--- config.mk ---
export PLATFORM = sky130hd
export DESIGN_NAME = trail_stack
export DESIGN_NICKNAME = d
export VERILOG_FILES = /design/src/rtl/trail_stack.sv
export SDC_FILE = /design/constraint.sdc
export NUM_CORES = 2
export LEC_CHECK = 0
export ABC_AREA = 1
export ABC_CLOCK_PERIOD_IN_PS = 32100
export CAP_MARGIN = 20
export CORE_MARGIN = 4
export CORE_UTILIZATION = 50
export CTS_BUF_LIST = sky130_fd_sc_hd__clkbuf_16
export DETAILED_ROUTE_END_ITERATION = 10
export PLACE_DENSITY = 0.65
export SKIP_LAST_GASP = 1
export SLEW_MARGIN = 40
export SYNTH_ARGS = -nofsm -noshare
export SYNTH_HDL_FRONTEND = slang
export SYNTH_SLANG_ARGS = --single-unit
--- constraint.sdc ---
create_clock -name clock -period 32.1 [get_ports clock]
set_clock_uncertainty 0.15 [all_clocks]
set_input_delay 4.815 -clock clock [delete_from_list [all_inputs] [get_ports clock]]
set_output_delay 4.815 -clock clock [all_outputs]
set_load 0.02 [all_outputs]
--- src/rtl/trail_stack.sv ---
// Assignment trail for the DPLL solver: LIFO of {var, val, type} entries with a
// hardware backtrack engine that unwinds implied entries and flips the last decision.
//
// state  | meaning
// IDLE   | accepting push/pop/backtrack
// UNWIND | popping implied entries one per cycle until a decision or empty
// DONE   | one cycle after a flip; commands accepted as in IDLE
module trail_stack #(
  parameter int VAR_BITS = 8,
  parameter int DEPTH = 256,
  localparam int CNT_BITS = $clog2(DEPTH) + 1
) (
  input  logic                clock,
  input  logic                reset,
  input  logic                push,
  input  logic [VAR_BITS-1:0] var_in,
  input  logic                val_in,
  input  logic                type_in,
  input  logic                pop,
  input  logic                backtrack,
  output logic [VAR_BITS-1:0] var_out,
  output logic                val_out,
  output logic                type_out,
  output logic                empty,
  output logic                full,
  output logic [CNT_BITS-1:0] count,
  output logic [CNT_BITS-1:0] level,
  output logic                bt_busy,
  output logic                unassign_valid,
  output logic [VAR_BITS-1:0] unassign_var,
  output logic                bt_done,
  output logic                bt_none,
  output logic [VAR_BITS-1:0] flip_var,
  output logic                flip_val,
  output logic                overflow
);

  localparam int AW = $clog2(DEPTH);

  localparam logic [1:0] S_IDLE   = 2'd0;
  localparam logic [1:0] S_UNWIND = 2'd1;
  localparam logic [1:0] S_DONE   = 2'd2;

  logic [VAR_BITS-1:0] var_mem  [DEPTH];
  logic                val_mem  [DEPTH];
  logic                type_mem [DEPTH];

  logic [CNT_BITS-1:0] sp, sp_nxt, lvl, lvl_nxt;
  logic [1:0]          state, state_nxt;
  logic                ovf, ovf_nxt;

  logic [AW-1:0]       top_idx;
  logic [VAR_BITS-1:0] top_var;
  logic                top_val, top_type;
  logic                is_empty, is_full, in_unwind, flip_active;

  logic                wr_en;
  logic [AW-1:0]       wr_idx;
  logic [VAR_BITS-1:0] wr_var;
  logic                wr_val, wr_type;

  // When sp == DEPTH the low bits wrap to 0, so top_idx still lands on DEPTH-1.
  assign top_idx  = sp[AW-1:0] - AW'(1);
  assign top_var  = var_mem[top_idx];
  assign top_val  = val_mem[top_idx];
  assign top_type = type_mem[top_idx];
  assign is_empty = (sp == '0);
  assign is_full  = (sp == CNT_BITS'(DEPTH));
  assign in_unwind = (state == S_UNWIND);

  assign var_out  = is_empty ? '0 : top_var;
  assign val_out  = !is_empty && top_val;
  assign type_out = !is_empty && top_type;
  assign empty    = is_empty;
  assign full     = is_full;
  assign count    = sp;
  assign level    = lvl;
  assign overflow = ovf;
  assign bt_busy  = in_unwind;

  assign unassign_valid = in_unwind && !is_empty && !top_type;
  assign unassign_var   = unassign_valid ? top_var : '0;
  assign flip_active    = in_unwind && !is_empty && top_type;
  assign bt_done        = in_unwind && (is_empty || top_type);
  assign bt_none        = in_unwind && is_empty;
  assign flip_var       = flip_active ? top_var : '0;
  assign flip_val       = flip_active && !top_val;

  always_comb begin
    sp_nxt    = sp;
    lvl_nxt   = lvl;
    ovf_nxt   = ovf;
    state_nxt = state;
    wr_en     = 1'b0;
    wr_idx    = sp[AW-1:0];
    wr_var    = var_in;
    wr_val    = val_in;
    wr_type   = type_in;
    case (state)
      S_UNWIND: begin
        if (is_empty) begin
          state_nxt = S_IDLE;
        end else if (!top_type) begin
          sp_nxt = sp - CNT_BITS'(1);
        end else begin
          // Flipped decision is stored as implied so the next backtrack passes it.
          wr_en     = 1'b1;
          wr_idx    = top_idx;
          wr_var    = top_var;
          wr_val    = !top_val;
          wr_type   = 1'b0;
          lvl_nxt   = lvl - CNT_BITS'(1);
          state_nxt = S_DONE;
        end
      end
      default: begin
        state_nxt = S_IDLE;
        if (backtrack) begin
          state_nxt = S_UNWIND;
        end else if (push && pop && !is_empty) begin
          wr_en   = 1'b1;
          wr_idx  = top_idx;
          lvl_nxt = lvl - CNT_BITS'(top_type) + CNT_BITS'(type_in);
        end else if (push) begin
          if (!is_full) begin
            wr_en   = 1'b1;
            sp_nxt  = sp + CNT_BITS'(1);
            lvl_nxt = lvl + CNT_BITS'(type_in);
          end else begin
            ovf_nxt = 1'b1;
          end
        end else if (pop && !is_empty) begin
          sp_nxt  = sp - CNT_BITS'(1);
          lvl_nxt = lvl - CNT_BITS'(top_type);
        end
      end
    endcase
  end

  always_ff @(posedge clock or negedge reset) begin
    if (!reset) begin
      sp    <= '0;
      lvl   <= '0;
      ovf   <= 1'b0;
      state <= S_IDLE;
    end else begin
      sp    <= sp_nxt;
      lvl   <= lvl_nxt;
      ovf   <= ovf_nxt;
      state <= state_nxt;
    end
  end

  always_ff @(posedge clock) begin
    if (wr_en) begin
      var_mem[wr_idx]  <= wr_var;
      val_mem[wr_idx]  <= wr_val;
      type_mem[wr_idx] <= wr_type;
    end
  end

endmodule

* Word level (Yosys, flattened, before mapping)
Memories as Yosys holds them, arrays and structs flattened.
Cells that the tools add are included.
** Storage, ports and cells
- Word-level logic and storage cells :: 94
- Output and inout bits :: 52
- Memory bits (writable) :: 2560
- Memories kept :: 3
- Input bits :: 15
- Register bits after elaboration :: 21
** Operators by class
- Add/subtract/negate cells :: 7
- Mux-type cells :: 46
- Equal/unequal tests :: 10
- Bitwise logic cells :: 3
- Reductions and logical operators :: 21
** Memories
- var_mem :: words 256, bits a word 8, rd ports 1, clocked after memory_dff 0, wr ports 1, RTL line 44 : logic [VAR_BITS-1:0] var_mem [DEPTH];
- type_mem :: words 256, bits a word 1, rd ports 1, clocked after memory_dff 0, wr ports 1, RTL line 46 : logic type_mem [DEPTH];
- val_mem :: words 256, bits a word 1, rd ports 1, clocked after memory_dff 0, wr ports 1, RTL line 45 : logic val_mem [DEPTH];
** Operators by type and width (number)
- two-way mux 9 bit :: 16
- two-way mux 8 bit :: 11
- adder 9 x 1 -> 9 bit :: 2
- subtractor 9 x 1 -> 9 bit, second input constant :: 2
- two-way mux 1 bit :: 16
- logical AND 1 bit :: 11
- AND reduction 5 bit :: 2
- adder 9 x 1 -> 9 bit, second input constant :: 1
- equality test 9 bit, second input constant :: 1
- logical NOT 9 bit :: 1
- subtractor 9 x 1 -> 9 bit :: 1
- != test 2 bit, second input constant :: 4
- subtractor 8 x 1 -> 8 bit, second input constant :: 1
- two-way mux 2 bit :: 3
- AND reduction 6 bit :: 1
- != test 4 x 2 -> 1 bit, second input constant :: 1
- nonzero test 4 bit :: 1
- logical NOT 1 bit :: 3
- != test 3 x 2 -> 1 bit, second input constant :: 1
- != test 3 bit, second input constant :: 1
- NOT 1 bit :: 3
- nonzero test 3 bit :: 1
- equality test 2 x 1 -> 1 bit, second input constant :: 1
- != test 2 x 1 -> 1 bit, second input constant :: 1
- logical OR 1 bit :: 1

* Logic depth before layout (Yosys ltp)
- Word-level depth :: 8
- Depth in mapped cells :: 38
- Mapped depth without buffers :: 31

* Worst setup path after synthesis
OpenSTA, ideal clock, no wires.
- Path kind :: flip-flop to flip-flop
- Start point :: register sp[0] (netlist: count[0])
- End point :: memory var_mem[0][7], data pin
- Slack :: 15.513 ns
- Data arrival time :: 14.249 ns
- Setup time :: 2.188 ns
- Period minus slack after synthesis :: 16.587 ns
- Path buffers :: 12
- Required time :: 29.762 ns
- Cell stages (with the launch flop) :: 28
- Cell sequence :: dfrtp_1 buf_4 inv_2 buf_6 buf_2 buf_2 buf_2 buf_2 buf_2 ha_1 inv_2 buf_2 buf_2 buf_2 buf_2 clkbuf_1 o21ai_0 o22ai_1 nor2_1 o22ai_1 nand2_1 nand3_1 nand3_1 nand2_1 nand2_1 a21oi_1 inv_1 o21ai_0
** Between the ends
- Cells in the longest elaborated chain, start to end :: 5
- Elaborated cells on any way between the ends :: 7
- Classes of those cells :: add/sub: 1; mux: 3; reduce/logical: 1; memory: 2
** RTL lines
- start: declaration :: RTL line 48 : logic [CNT_BITS-1:0] sp, sp_nxt, lvl, lvl_nxt;
- start signal: assignment :: RTL line 147 : sp <= sp_nxt;
- subtractor 8 x 1 -> 8 bit :: RTL line 63 : assign top_idx = sp[AW-1:0] - AW'(1);
- memory (256 x 8 bit) / memory (256 x 1 bit) (equally long branches)
- two-way mux 8 bit :: RTL line 103 : end else if (!top_type) begin
- two-way mux 8 bit * :: RTL line 101 : if (is_empty) begin
- two-way mux 8 bit * :: RTL line 99 : case (state)
- named net wr_var[7] :: RTL line 59 : logic [VAR_BITS-1:0] wr_var;
- end: declaration :: RTL line 44
Mark *: on every way through the listed nets, which the timed path passes. The rest lies on a longest branch.

* Worst setup path in the final report
- Start point :: register sp[0] (netlist: count[0])
- End point :: output flip_val
** Between the ends
- Cells in the longest elaborated chain, start to end :: 5
- Elaborated cells on any way between the ends :: 9
- Classes of those cells :: add/sub: 1; reduce/logical: 6; memory: 2
** RTL lines
- parallel branches: the longest is 4 deep, another holds subtractor 8 x 1 -> 8 bit
- logical AND 1 bit * :: RTL line 87 : assign flip_val = flip_active && !top_val;
- end: declaration :: RTL line 34 : output logic flip_val,
Every way passes the cells marked *.

==> metrics.txt <==
Port Buffers=66; share of layout cells above drive strength 1=9.41%; Clock Tree Root=clkbuf_16; flop and latch count out of synthesis=2,581; status=completed; post-route ant nets=0; GRT overflow=0; top post-synthesis cells by area=edfxtp_1, o21ai_0, nor2_1; global-route wire length before repair=434 mm; final core utilization=56.2%; Worst EP arrival=7980 ps; Die X=465 µm; drt drc=0; FMAX=0.0772 GHz; First-pass DRT Iterations=6; # hold bufs at CTS=0; Area Growth Syn to Fin=11.6%; cts bufs inserted=277; Hold Fails Final Rpt=0; Initial Utilization=50.3%; slew margin rel.=39.8%; EDFF count, synth=2,560; Worst setup SP type=flop; Worst Path Max Fanout=136; most frequent cell after synthesis=edfxtp_1; initial DRC count=10,066; Multi-input gate area=25,000 µm²; min Tclk post-route=12,950 ps; Slew @ Worst Pin=904 ps; Resize count post-CTS=0; Seq. cell area=77,400 µm²; async set or reset register ratio after synthesis=0.814%; Post-synth top cells=edfxtp_1, nor2_1, o21ai_0; crit end category=output port; required time of the critical path=27,130 ps; fraction of the yosys area taken by sequential cells=74.2%; syn_nets=8,431; vias in the first global route=65,136; Core ar.=207,000 µm²; Nets=8,279; top cell type's share of synthesized area=73.7%; pin count of the biggest net entering global routing=201; Ys Warns=0; RSZ-0062 raised after global routing=no; Mean Syn Cell Area=12.4 µm²; die area=216,000 µm²; worst min path class=reg2reg; GP Congestion=0.875; Clock Sinks=2,581; Reg clk slew, reported paths=60 ps; Post-CTS Setup Bufs=0; post-detail-place hpwl=160 mm; Worst-Skew Late Latency=940 ps; Synth Flop Type=edfxtp_1; Std-Cell Rows=167; Post-Synthesis Cells=8,406; crit path kind=reg2out; Slew Viols, Final=0; CTS tree=built; max_cap viols=0; filler cell count in the final layout=16,688; Die Y=465 µm; Vias per Instance=6.21; Routed WL=295 mm; H-Tree Depth=5; Final TNS setup=0 ps; final period utilization=40.3%; I/O pins=67; total number of vias=69,717; leading area contributor after synthesis=edfxtp_1; synthesized area=104,000 µm²; Setup Viol. Count Final=0; initial antenna violation count=3; drt wl/cell=26.3 µm; Synth cell types=50; total track usage=26.5%; CTS Buffer Depth=4
[through the flow]
stage	area (µm²)	setup WS, ps	std cells	hold slack [ps]
2_1_floorplan	104000	15510	8406	415
3_3_place_gp	107000	19640	10751	301
3_5_place_dp	108000	19620	10755	311
4_1_cts	116000	18650	11216	324
5_1_grt	117000	18730	11224	363
6_report	117000	19150	11226	315
[placed cells by master, fill, tap and decap left out, types with 57 or more instances in the layout]
cell type	synthesis	layout
edfxtp_1	2560	2560
clkbuf_16	0	285
nand2_1	824	809
clkinv_1	0	57
nor2_1	1576	1326
inv_1	56	122
o21ai_0	1297	1289
o22ai_1	628	628
nand3_1	670	670
clkdlybuf4s50_1	0	66
nor2_2	2	252
buf_4	8	59
[worst paths after layout]
check | start | to | slack [ps] | cells past startpoint
worst max-delay path | count[0] | flip_val | 19150 | 18
min in group asynchronous | reset | level[8] | 4120 | 2
worst max register to register | count[0] | var_mem[43][1] | 22810 | 19
max in group asynchronous | reset | count[0] | 27390 | 2
worst min-delay path | overflow | overflow | 310 | 1
worst min register to register | overflow | overflow | 310 | 1
[worst max-delay path, stage by stage, from the launching register on]
cell	delay (ps)
dfrtp_4	860
inv_8	380
ha_1	400
nand2_1	180
nand2_8	290
clkinv_8	690
buf_4	680
buf_6	670
nand3_1	140
nand3_1	110
nand3_1	150
nand3_1	220
nand3_1	250
nand3_4	320
nand3_4	460
inv_1	200
nand2_1	130
inv_1	100
clkdlybuf4s50_1	600
[cell type report]
type / instances / share of cell area, %
well taps: 2788 / 2.99
flip-flops and latches: 2581 / 66.4
diodes: 2 / 0.00430
inverters: 67 / 0.247
repair buffers: 184 / 1.74
multi-input cells: 5143 / 21.4
clock inverters: 176 / 1.01
clock buffers: 285 / 6.12
[flip-flops by register name, indices dropped and copies added (netlist names)]
name	count
count	9
level	9
overflow	1
state	2
type_mem	256
val_mem	256
var_mem	2048
[per-layer routing]
layer  vias to the layer above  wire [µm]  global-route usage [%]
met5                         -          0                       0
li1                      30535          -                       -
met1                     34640     119000                    38.5
met4                         0      11900                    10.2
met3                       561      33400                    6.00
met2                      3981     130000                    39.2
[logic make-up (layout without fill, tap and decap cells)]
| family | Yosys count | after routing | synth area share, % |
|---|---|---|---|
| buffers and inverters | 682 | 712 | 2.71 |
| AND/OR/NAND/NOR | 3129 | 3129 | 12.4 |
| adder cells (fa/ha/maj) | 10 | 10 | 0.120 |
| XOR/XNOR | 27 | 27 | 0.227 |
| other | 0 | 2 | 0 |
| flip-flops | 2581 | 2581 | 74.2 |
| AO/OA/AOI/OAI | 1977 | 1977 | 10.3 |
Power is not shown: default switching activity piles up to over one toggle a cycle in this logic, so the estimate is an artifact.
